[config.mk]
export PLATFORM = sky130hd
export DESIGN_NAME = sram_resp_tracker_flat
export DESIGN_NICKNAME = d
export VERILOG_FILES = /design/src/rtl/sram_resp_tracker_if.sv /design/src/rtl/sram_resp_tracker.sv /design/src/flat_wrapper.sv
export SDC_FILE = /design/constraint.sdc
export NUM_CORES = 1
export LEC_CHECK = 0
export ABC_AREA = 1
export BUFFER_PORTS_ARGS = -buffer_cell sky130_fd_sc_hd__buf_2
export CORE_AREA = 2 2 86 88
export CTS_CLUSTER_SIZE = 16
export DETAILED_ROUTE_END_ITERATION = 8
export DIE_AREA = 0 0 88 90
export GPL_TIMING_DRIVEN = 0
export PLACE_DENSITY = 0.79
export SLEW_MARGIN = 15
export SYNTH_ARGS = -nofsm -noshare
export SYNTH_HDL_FRONTEND = slang
export SYNTH_SLANG_ARGS = --single-unit
[constraint.sdc]
create_clock -name clk -period 2.05 [get_ports clk]
set_input_delay 0.1025 -clock clk [delete_from_list [all_inputs] [get_ports clk]]
set_output_delay 0.1025 -clock clk [all_outputs]
set_load 0.02 [all_outputs]
[src/rtl/sram_resp_tracker_if.sv]
`default_nettype none
// ============================================================================
// Module      : sram_resp_tracker_if
// Description : Bundles the upstream (pipeline-side) and downstream
//               (SRAM-bridge-side) req/addr_ok/data_ok channel signals seen
//               by sram_resp_tracker.
//               slave  : the tracker itself.
//               master : the environment around it (pipeline stage driving
//                        up_* requests and the SRAM bridge driving responses).
// Parameters  : TAG_W - width of per-request metadata.
// Revision    : 1.0 - initial release
// ============================================================================
interface sram_resp_tracker_if #(
  parameter int TAG_W = 2
);
  // upstream request side
  logic             up_req;
  logic             up_wr;
  logic [1:0]       up_size;
  logic [31:0]      up_addr;
  logic [3:0]       up_wstrb;
  logic [31:0]      up_wdata;
  logic [TAG_W-1:0] up_tag;
  logic             up_addr_ok;
  logic             up_data_ok;
  logic [31:0]      up_rdata;
  logic [TAG_W-1:0] up_rsp_tag;
  // downstream SRAM side
  logic             sram_req;
  logic             sram_wr;
  logic [1:0]       sram_size;
  logic [31:0]      sram_addr;
  logic [3:0]       sram_wstrb;
  logic [31:0]      sram_wdata;
  logic             sram_addr_ok;
  logic             sram_data_ok;
  logic [31:0]      sram_rdata;

  modport slave (
    input  up_req, up_wr, up_size, up_addr, up_wstrb, up_wdata, up_tag,
    input  sram_addr_ok, sram_data_ok, sram_rdata,
    output up_addr_ok, up_data_ok, up_rdata, up_rsp_tag,
    output sram_req, sram_wr, sram_size, sram_addr, sram_wstrb, sram_wdata
  );

  modport master (
    output up_req, up_wr, up_size, up_addr, up_wstrb, up_wdata, up_tag,
    output sram_addr_ok, sram_data_ok, sram_rdata,
    input  up_addr_ok, up_data_ok, up_rdata, up_rsp_tag,
    input  sram_req, sram_wr, sram_size, sram_addr, sram_wstrb, sram_wdata
  );
endinterface
`default_nettype wire

[src/rtl/sram_resp_tracker.sv]
`default_nettype none
// ============================================================================
// Module      : sram_resp_tracker
// Description : In-flight tracker for one SRAM-like req/addr_ok/data_ok
//               channel. Counts accepted-but-unanswered requests, keeps the
//               issuing tag of each in an in-order FIFO, and on a pipeline
//               flush drops every response still owed to flushed requests.
//               Surviving responses are returned with their request's tag.
// Ports       : clk, reset (sync, active-high), flush
//               bus         - sram_resp_tracker_if.slave (up_* and sram_*)
//               outstanding - current in-flight count
//               discarding  - responses to flushed requests still pending
//               proto_err   - sticky: data_ok seen with nothing outstanding
//               stat_issued / stat_discarded - only with the macro below
// Options     : `define RESP_TRACKER_STATS_EN adds the two 32-bit statistics
//               counters (requests issued, responses suppressed).
// Revision    : 1.0 - initial release
// ============================================================================
module sram_resp_tracker #(
  parameter  int MAX_OUTSTANDING = 4,
  parameter  int TAG_W           = 2,
  localparam int CNT_W           = $clog2(MAX_OUTSTANDING + 1)
) (
  input  logic                  clk,
  input  logic                  reset,
  input  logic                  flush,
  sram_resp_tracker_if.slave    bus,
  output logic [CNT_W-1:0]      outstanding,
  output logic                  discarding,
  output logic                  proto_err
`ifdef RESP_TRACKER_STATS_EN
  ,
  output logic [31:0]           stat_issued,
  output logic [31:0]           stat_discarded
`endif
);

  localparam int                 c_ptr_w    = (MAX_OUTSTANDING > 1) ? $clog2(MAX_OUTSTANDING) : 1;
  localparam logic [c_ptr_w-1:0] c_last_ptr = c_ptr_w'(MAX_OUTSTANDING - 1);
  localparam logic [c_ptr_w-1:0] c_ptr_one  = c_ptr_w'(1);
  localparam logic [CNT_W-1:0]   c_max_cnt  = CNT_W'(MAX_OUTSTANDING);
  localparam logic [CNT_W-1:0]   c_cnt_one  = CNT_W'(1);

  logic [CNT_W-1:0]   r_outstanding;
  logic [CNT_W-1:0]   r_discard_cnt;
  logic [c_ptr_w-1:0] r_wr_ptr;
  logic [c_ptr_w-1:0] r_rd_ptr;
  logic               r_proto_err;
  logic [TAG_W-1:0]   r_tag_mem [MAX_OUTSTANDING];

  logic w_full;
  logic w_req_fire;
  logic w_rsp_fire;
  logic w_rsp_keep;

  function automatic logic [c_ptr_w-1:0] f_ptr_inc(input logic [c_ptr_w-1:0] p);
    return (p == c_last_ptr) ? '0 : (p + c_ptr_one);
  endfunction

  // full comes only from registered state, so sram_data_ok never reaches
  // sram_req combinationally; a response at full frees the slot next cycle.
  assign w_full     = (r_outstanding == c_max_cnt);
  assign w_req_fire = bus.sram_req & bus.sram_addr_ok;
  // A data_ok with nothing outstanding is a protocol error and is ignored.
  assign w_rsp_fire = bus.sram_data_ok & (r_outstanding != '0);
  // Responses owed to flushed requests, and any response landing in the
  // flush cycle itself, are swallowed here.
  assign w_rsp_keep = w_rsp_fire & (r_discard_cnt == '0) & ~flush;

  assign bus.sram_req   = bus.up_req & ~w_full & ~flush;
  assign bus.up_addr_ok = bus.sram_addr_ok & ~w_full & ~flush;
  assign bus.sram_wr    = bus.up_wr;
  assign bus.sram_size  = bus.up_size;
  assign bus.sram_addr  = bus.up_addr;
  assign bus.sram_wstrb = bus.up_wstrb;
  assign bus.sram_wdata = bus.up_wdata;

  assign bus.up_data_ok = w_rsp_keep;
  assign bus.up_rdata   = bus.sram_rdata;
  assign bus.up_rsp_tag = r_tag_mem[r_rd_ptr];

  assign outstanding = r_outstanding;
  assign discarding  = (r_discard_cnt != '0);
  assign proto_err   = r_proto_err;

  always_ff @(posedge clk) begin
    if (reset) begin
      r_outstanding <= '0;
      r_discard_cnt <= '0;
      r_wr_ptr      <= '0;
      r_rd_ptr      <= '0;
      r_proto_err   <= 1'b0;
    end else begin
      r_outstanding <= r_outstanding + CNT_W'(w_req_fire) - CNT_W'(w_rsp_fire);
      if (w_req_fire) r_wr_ptr <= f_ptr_inc(r_wr_ptr);
      if (w_rsp_fire) r_rd_ptr <= f_ptr_inc(r_rd_ptr);
      // On flush every request still in flight becomes a discard, except a
      // response consumed this very cycle. Re-flushing simply re-derives the
      // count because outstanding already covers earlier flushed requests.
      if (flush) begin
        r_discard_cnt <= r_outstanding - CNT_W'(w_rsp_fire);
      end else if (w_rsp_fire && (r_discard_cnt != '0)) begin
        r_discard_cnt <= r_discard_cnt - c_cnt_one;
      end
      if (bus.sram_data_ok && (r_outstanding == '0)) r_proto_err <= 1'b1;
    end
  end

  // Tag storage needs no reset: entries are only read once written.
  always_ff @(posedge clk) begin
    if (w_req_fire) r_tag_mem[r_wr_ptr] <= bus.up_tag;
  end

`ifdef RESP_TRACKER_STATS_EN
  logic [31:0] r_stat_issued;
  logic [31:0] r_stat_discarded;

  always_ff @(posedge clk) begin
    if (reset) begin
      r_stat_issued    <= '0;
      r_stat_discarded <= '0;
    end else begin
      if (w_req_fire)               r_stat_issued    <= r_stat_issued + 32'd1;
      if (w_rsp_fire & ~w_rsp_keep) r_stat_discarded <= r_stat_discarded + 32'd1;
    end
  end

  assign stat_issued    = r_stat_issued;
  assign stat_discarded = r_stat_discarded;
`endif

endmodule
`default_nettype wire
[src/flat_wrapper.sv]
// flat-port wrapper written by rule: the top's interface ports become plain ports
module sram_resp_tracker_flat 
#(
  parameter  int MAX_OUTSTANDING = 4,
  parameter  int TAG_W           = 2,
  localparam int CNT_W           = $clog2(MAX_OUTSTANDING + 1)
)
  (clk, reset, flush, outstanding, discarding, proto_err, bus_up_req, bus_up_wr, bus_up_size, bus_up_addr, bus_up_wstrb, bus_up_wdata, bus_up_tag, bus_sram_addr_ok, bus_sram_data_ok, bus_sram_rdata, bus_up_addr_ok, bus_up_data_ok, bus_up_rdata, bus_up_rsp_tag, bus_sram_req, bus_sram_wr, bus_sram_size, bus_sram_addr, bus_sram_wstrb, bus_sram_wdata);
  sram_resp_tracker_if #(.TAG_W(TAG_W)) bus_i ();
  input  logic clk;
  input  logic reset;
  input  logic flush;
  output logic [CNT_W-1:0] outstanding;
  output logic discarding;
  output logic proto_err;
  input wire logic [$bits(bus_i.up_req)-1:0] bus_up_req;
  input wire logic [$bits(bus_i.up_wr)-1:0] bus_up_wr;
  input wire logic [$bits(bus_i.up_size)-1:0] bus_up_size;
  input wire logic [$bits(bus_i.up_addr)-1:0] bus_up_addr;
  input wire logic [$bits(bus_i.up_wstrb)-1:0] bus_up_wstrb;
  input wire logic [$bits(bus_i.up_wdata)-1:0] bus_up_wdata;
  input wire logic [$bits(bus_i.up_tag)-1:0] bus_up_tag;
  input wire logic [$bits(bus_i.sram_addr_ok)-1:0] bus_sram_addr_ok;
  input wire logic [$bits(bus_i.sram_data_ok)-1:0] bus_sram_data_ok;
  input wire logic [$bits(bus_i.sram_rdata)-1:0] bus_sram_rdata;
  output wire logic [$bits(bus_i.up_addr_ok)-1:0] bus_up_addr_ok;
  output wire logic [$bits(bus_i.up_data_ok)-1:0] bus_up_data_ok;
  output wire logic [$bits(bus_i.up_rdata)-1:0] bus_up_rdata;
  output wire logic [$bits(bus_i.up_rsp_tag)-1:0] bus_up_rsp_tag;
  output wire logic [$bits(bus_i.sram_req)-1:0] bus_sram_req;
  output wire logic [$bits(bus_i.sram_wr)-1:0] bus_sram_wr;
  output wire logic [$bits(bus_i.sram_size)-1:0] bus_sram_size;
  output wire logic [$bits(bus_i.sram_addr)-1:0] bus_sram_addr;
  output wire logic [$bits(bus_i.sram_wstrb)-1:0] bus_sram_wstrb;
  output wire logic [$bits(bus_i.sram_wdata)-1:0] bus_sram_wdata;
  assign bus_i.up_req = bus_up_req;
  assign bus_i.up_wr = bus_up_wr;
  assign bus_i.up_size = bus_up_size;
  assign bus_i.up_addr = bus_up_addr;
  assign bus_i.up_wstrb = bus_up_wstrb;
  assign bus_i.up_wdata = bus_up_wdata;
  assign bus_i.up_tag = bus_up_tag;
  assign bus_i.sram_addr_ok = bus_sram_addr_ok;
  assign bus_i.sram_data_ok = bus_sram_data_ok;
  assign bus_i.sram_rdata = bus_sram_rdata;
  assign bus_up_addr_ok = bus_i.up_addr_ok;
  assign bus_up_data_ok = bus_i.up_data_ok;
  assign bus_up_rdata = bus_i.up_rdata;
  assign bus_up_rsp_tag = bus_i.up_rsp_tag;
  assign bus_sram_req = bus_i.sram_req;
  assign bus_sram_wr = bus_i.sram_wr;
  assign bus_sram_size = bus_i.sram_size;
  assign bus_sram_addr = bus_i.sram_addr;
  assign bus_sram_wstrb = bus_i.sram_wstrb;
  assign bus_sram_wdata = bus_i.sram_wdata;
  sram_resp_tracker #(.MAX_OUTSTANDING(MAX_OUTSTANDING), .TAG_W(TAG_W)) u_core (.clk(clk), .reset(reset), .flush(flush), .bus(bus_i), .outstanding(outstanding), .discarding(discarding), .proto_err(proto_err));
endmodule
# Yosys cells after proc, flatten, opt, wreduce, memory -nomap -nowiden
# Memory sizes are Yosys's and may differ from the RTL's. A register that Yosys moved wholly into a read port is not among the register bits.
# Index checks and enable logic that the tools add are counted.
dict set report totals {
  register_bits 11
  mem_bits_rw 8
  inputBits 111
  out_inout_bits 113
  wordCells 40
  mem_count 1
}
dict set report classes {
  addsub 6
  eq_ne 3
  mux 8
  bitwise 10
  n_reduce_logical 7
}
# memory words width read_ports rd_clocked_by_memory_dff wr line
set mem_list {}
lappend mem_list {u_core.r_tag_mem 4 2 1 1 1 sram_resp_tracker.sv:49} ;# logic [TAG_W-1:0] r_tag_mem [MAX_OUTSTANDING];
# op n
set op_table {}
lappend op_table {{$and 1x1->1} 8}
lappend op_table {{$mux 2} 4}
lappend op_table {{$logic_not 3->1} 2}
lappend op_table {{$mux 3} 2}
lappend op_table {{$reduce_bool 3->1} 2}
lappend op_table {{$sub 3x1->3} 2}
lappend op_table {{$add 2x1->2 const B} 2}
lappend op_table {{$eq 2x2->1 const B} 2}
lappend op_table {{$add 3x1->3} 1}
lappend op_table {{$eq 3x3->1 const B} 1}
lappend op_table {{$sub 3x1->3 const B} 1}
lappend op_table {{$logic_and 1x1->1} 2}
lappend op_table {{$mux 1} 2}
lappend op_table {{$not 1->1} 2}
lappend op_table {{$reduce_bool 2->1} 1}

# Longest topological paths before layout
dict set report logic_depth {
  ltp_word 7
  depth_mapped 11
  mapped_depth_nobuf 11
}

# Worst setup path after synthesis
# OpenSTA, ideal clock, no wires.
dict set report synth_path {
  path_kind {register -> register}
  start {reg u_core.r_outstanding[1] (netlist: u_core.outstanding[1])}
  end {reg u_core.r_outstanding[2] (netlist: u_core.outstanding[2])}
  setup_time_ns 0.078
  arrival_time_ns 1.906
  required_time_ns 1.972
  slack_ns 0.066
  path_stages_with_launch 12
  n_path_buf 0
  period_less_slack_ns 1.984
  path_cell_list {dfxtp_1 > nor2_2 > nand2_2 > nand2_2 > nor2_4 > nand2_4 > inv_1 > ha_1 > inv_1 > fa_1 > and3_2 > nor3_1}
}
dict set report synth_between {
  elab_chain_len 7
  word_cells_on_any_way 9
  classes_between {2 x add/sub; 1 x eq/ne; 5 x bitwise; 1 x reduce/logical}
}
# element line
set synth_lines {}
lappend synth_lines {{from (decl)} sram_resp_tracker.sv:44} ;# logic [CNT_W-1:0] r_outstanding;
lappend synth_lines {{from (signal assigned)} sram_resp_tracker.sv:94} ;# r_outstanding <= r_outstanding + CNT_W'(w_req_fire) - CNT_W'(w_rsp_fire);
lappend synth_lines {{$eq 3x3->1} sram_resp_tracker.sv:62} ;# assign w_full = (r_outstanding == c_max_cnt);
lappend synth_lines {{$not 1->1} sram_resp_tracker.sv:70} ;# assign bus.sram_req = bus.up_req & ~w_full & ~flush;
lappend synth_lines {{$and 1x1->1 (2 in series)} sram_resp_tracker.sv:70}
lappend synth_lines {{via bus_sram_req} flat_wrapper.sv:30} ;# output wire logic [$bits(bus_i.sram_req)-1:0] bus_sram_req;
lappend synth_lines {{$and 1x1->1} sram_resp_tracker.sv:63} ;# assign w_req_fire = bus.sram_req & bus.sram_addr_ok;
lappend synth_lines {{via u_core.w_req_fire} sram_resp_tracker.sv:52} ;# logic w_req_fire;
lappend synth_lines {{$add 3x1->3} sram_resp_tracker.sv:94}
lappend synth_lines {{$sub 3x1->3} sram_resp_tracker.sv:94}
# The timed path passes the listed nets, and every way through them passes these cells.
# A chain may end at the register's enable or synchronous reset.

# Worst setup path in the final report
dict set report layout_path {
  start {reg u_core.r_outstanding[0] (netlist: u_core.outstanding[0])}
  end {reg u_core.r_outstanding[2] (netlist: u_core.outstanding[2])}
}
dict set report layout_between {
  elab_chain_len 7
  word_cells_on_any_way 9
  classes_between {2 x add/sub; 1 x eq/ne; 5 x bitwise; 1 x reduce/logical}
}
# element line
set layout_lines {}
lappend layout_lines {{$eq 3x3->1} sram_resp_tracker.sv:62}
lappend layout_lines {{$not 1->1} sram_resp_tracker.sv:70}
lappend layout_lines {{$and 1x1->1 (2 in series)} sram_resp_tracker.sv:70}
lappend layout_lines {{$and 1x1->1} sram_resp_tracker.sv:63}
lappend layout_lines {{via u_core.w_req_fire} sram_resp_tracker.sv:52}
lappend layout_lines {{$add 3x1->3} sram_resp_tracker.sv:94}
lappend layout_lines {{$sub 3x1->3} sram_resp_tracker.sv:94}
# The timed path passes the listed nets, and every way through them passes these cells.

==> flow_metrics.env <==
export IMPL_ys_seq_area_frac=0.261
export IMPL_die_area_mm2=0.00792
export IMPL_antenna_found_initial=0
export IMPL_p_sw_frac=0.432
export IMPL_switching_power_uw=797
export IMPL_grt_pass1_vias=1627
export IMPL_netlist_area_leader_share=0.403
export IMPL_vdd_drop_max_v=0.000632
export IMPL_die_x_um=88
export IMPL_endpoint_kind="flip-flop"
export IMPL_ctsHoldBuffers=0
export IMPL_layout_common_cells="buf_2 (120), buf_4 (103), inv_1 (27)"
export IMPL_num_rows=31
export IMPL_setup_viol=0
export IMPL_crit_fanout=7
export IMPL_syn_num_nets=362
export IMPL_cap_violations=0
export IMPL_avgSynthCellArea_um2=7.96
export IMPL_post_cts_buffers=0
export IMPL_relSlewSlack=0.836
export IMPL_routed_via_density=3.83
export IMPL_cts_tree="yes"
export IMPL_grt_ovfl_total=0
export IMPL_cts_root_buf="clkbuf_8"
export IMPL_area_growth_pct=40.4
export IMPL_fmax_mhz=542
export IMPL_cp_arrival_ns=2.04
export IMPL_dr_total_vias=1779
export IMPL_intPower_uw=1050
export IMPL_status="complete, no violations"
export IMPL_post_cts_resized=0
export IMPL_top_layer="met4"
export IMPL_ios=224
export IMPL_finalHoldViolations=0
export IMPL_diodes=0
export IMPL_leakage_uw=0.00155
export IMPL_drc_errors=0
export IMPL_slew_violations=0
export IMPL_cts_htree_levels=1
export IMPL_clockBufferDepth=2
export IMPL_initial_core_util=0.273
export IMPL_layout_commonest_cell="buf_2"
export IMPL_netlist_area_mm2=0.00192
export IMPL_clkLatencyLatePin_ns=0.26
export IMPL_place_gp_congestion=0.867
export IMPL_yosysWarnings=0
export IMPL_drtIter0Drc=50
export IMPL_fin_skew_ns=0.00648
export IMPL_synth_cell_types=26
export IMPL_grt_usage=0.123
export IMPL_wl_per_cell_um=11.8
export IMPL_core_mm2=0.00702
export IMPL_layout_worst_path_cycle_share=0.900
export IMPL_fill_cells=689
export IMPL_portBuffers=120
export IMPL_pwr_share_comb=0.540
export IMPL_antenna_left=0
export IMPL_wl_met1_um=2130
export IMPL_cts_made_buffers=3
export IMPL_critical_path_required_ns=2.24
export IMPL_timing_worst_setup_path_type="reg -> reg"
export IMPL_power_density_mw_per_mm2=685
export IMPL_tightest_slew_ns=0.245
export IMPL_p_total_uw=1850
export IMPL_power_share_sequential=0.309
export IMPL_wl_um=5460
export IMPL_yosys_top_cells_area="buf_4 (40%), dfxtp_1 (14%), edfxtp_1 (13%)"
export IMPL_wl_met3_um=483
export IMPL_dpl_instance_area_mm2=0.00264
export IMPL_clk_pin_slew_ns=0.08
export IMPL_rsz0062_at_grt="no"
export IMPL_final_area_mm2=0.00269
export IMPL_grt_max_degree=14
export IMPL_met2_length_um=2770
export IMPL_layout_nets=487
export IMPL_p_clk_frac=0.151
export IMPL_die_h_um=90
export IMPL_drive_gt1_frac=0.668
export IMPL_hold_class="in -> reg"
export IMPL_worst_setup_path_start_kind="flip-flop"
export IMPL_finalCriticalPeriod_ns=1.84
export IMPL_synth_seq_cells=21
export IMPL_hpwl_um=4850
export IMPL_dp_cells=460
export IMPL_grt_pass1_wl_um=7690
export IMPL_dr_pass1_iters=4
export IMPL_setup_slack_ns=0.206
export IMPL_fin_cells=464
export IMPL_setup_tns_ns=0
export IMPL_cts_sinks=21
export IMPL_synthCells=241
export IMPL_dp_slack_ns=0.133
export IMPL_yosysTopAreaCell="buf_4"
-- cell usage after synthesis --
library cell,n
a21oi_2,2
edfxtp_1,8
nand2_1,18
o21a_1,1
or2_1,1
o22ai_1,2
dfxtp_1,13
buf_4,103
nand4_1,3
nor2_1,22
nand3_4,1
a21oi_1,3
ha_1,9
inv_2,2
and3_2,1
nor3_1,2
nor2_4,1
o21ai_1,3
nand2_2,5
inv_1,27
nand2_4,1
o21ai_0,4
nor2_2,1
fa_1,1
nand3_1,5
nand3_2,2
-- cells by family (layout without fill, tap and decap cells) --
logic type | Yosys count | count (layout) | share of synthesized area
flops | 21 | 21 | 0.261
fa+ha+maj | 10 | 10 | 0.0691
buf+inv | 132 | 256 | 0.460
simple gates | 63 | 63 | 0.164
compound gates | 15 | 15 | 0.0457
-- path summary, 6_finish.rpt --
path / endpoint / startpoint / slack [ns] / cells after the start
worst min register to register: u_core.proto_err / u_core.proto_err / 0.50 / 1
worst max-delay path: u_core.outstanding[2] / u_core.outstanding[0] / 0.21 / 11
worst min-delay path: u_core.outstanding[1] / reset / 0.03 / 2
worst max register to register: u_core.outstanding[2] / u_core.outstanding[0] / 0.21 / 11
-- worst max-delay path, cell delays in order, from the launching register on --
cell	delay, ns
dfxtp_1	0.39
nor2_2	0.08
nand2_2	0.09
nand2_2	0.07
nor2_4	0.11
nand2_4	0.09
inv_1	0.07
ha_1	0.13
inv_1	0.04
fa_1	0.37
and3_2	0.20
nor3_1	0.12
-- layout make-up --
type | instances | area (um2) | share of cell area
multi-input combinational | 88 | 536 | 0.199
tap | 99 | 124 | 0.0460
sequential | 21 | 502 | 0.186
timing repair buffer | 120 | 601 | 0.223
clock buffer | 3 | 41.3 | 0.0153
buffer | 103 | 773 | 0.287
clock inverter | 1 | 7.51 | 0.00279
inverter | 29 | 109 | 0.0404
-- power by group through the flow --
stage          clock network [uW]  logic, uW  registers [uW]
5_1_grt                       304       1100             584
4_1_cts                       285       1010             569
2_1_floorplan                   0        719             594
6_report                      279        996             571
3_5_place_dp                    0       1000             579
3_3_place_gp                    0        974             573
-- stage by stage --
step	hold WS, ns	utilization
after global placement	0.308	0.376
after global routing	0.0442	0.384
after detailed placement	0.310	0.376
after CTS	0.0288	0.383
final	0.0273	0.384
after floorplan	0.169	-
-- registers in the layout (all words and copies together), names as in the netlist, named ones only --
signal,count
u_core.outstanding,3
u_core.proto_err,1
u_core.r_discard_cnt,3
u_core.r_rd_ptr,2
u_core.r_tag_mem,8
u_core.r_wr_ptr,2
-- per-layer routing --
metal,global-route usage,vias up
met5,0,-
met2,0.224,99
met1,0.151,782
li1,-,891
met3,0.0138,7
met4,0.0321,0
No activity file was read; power rests on OpenSTA's default activity.
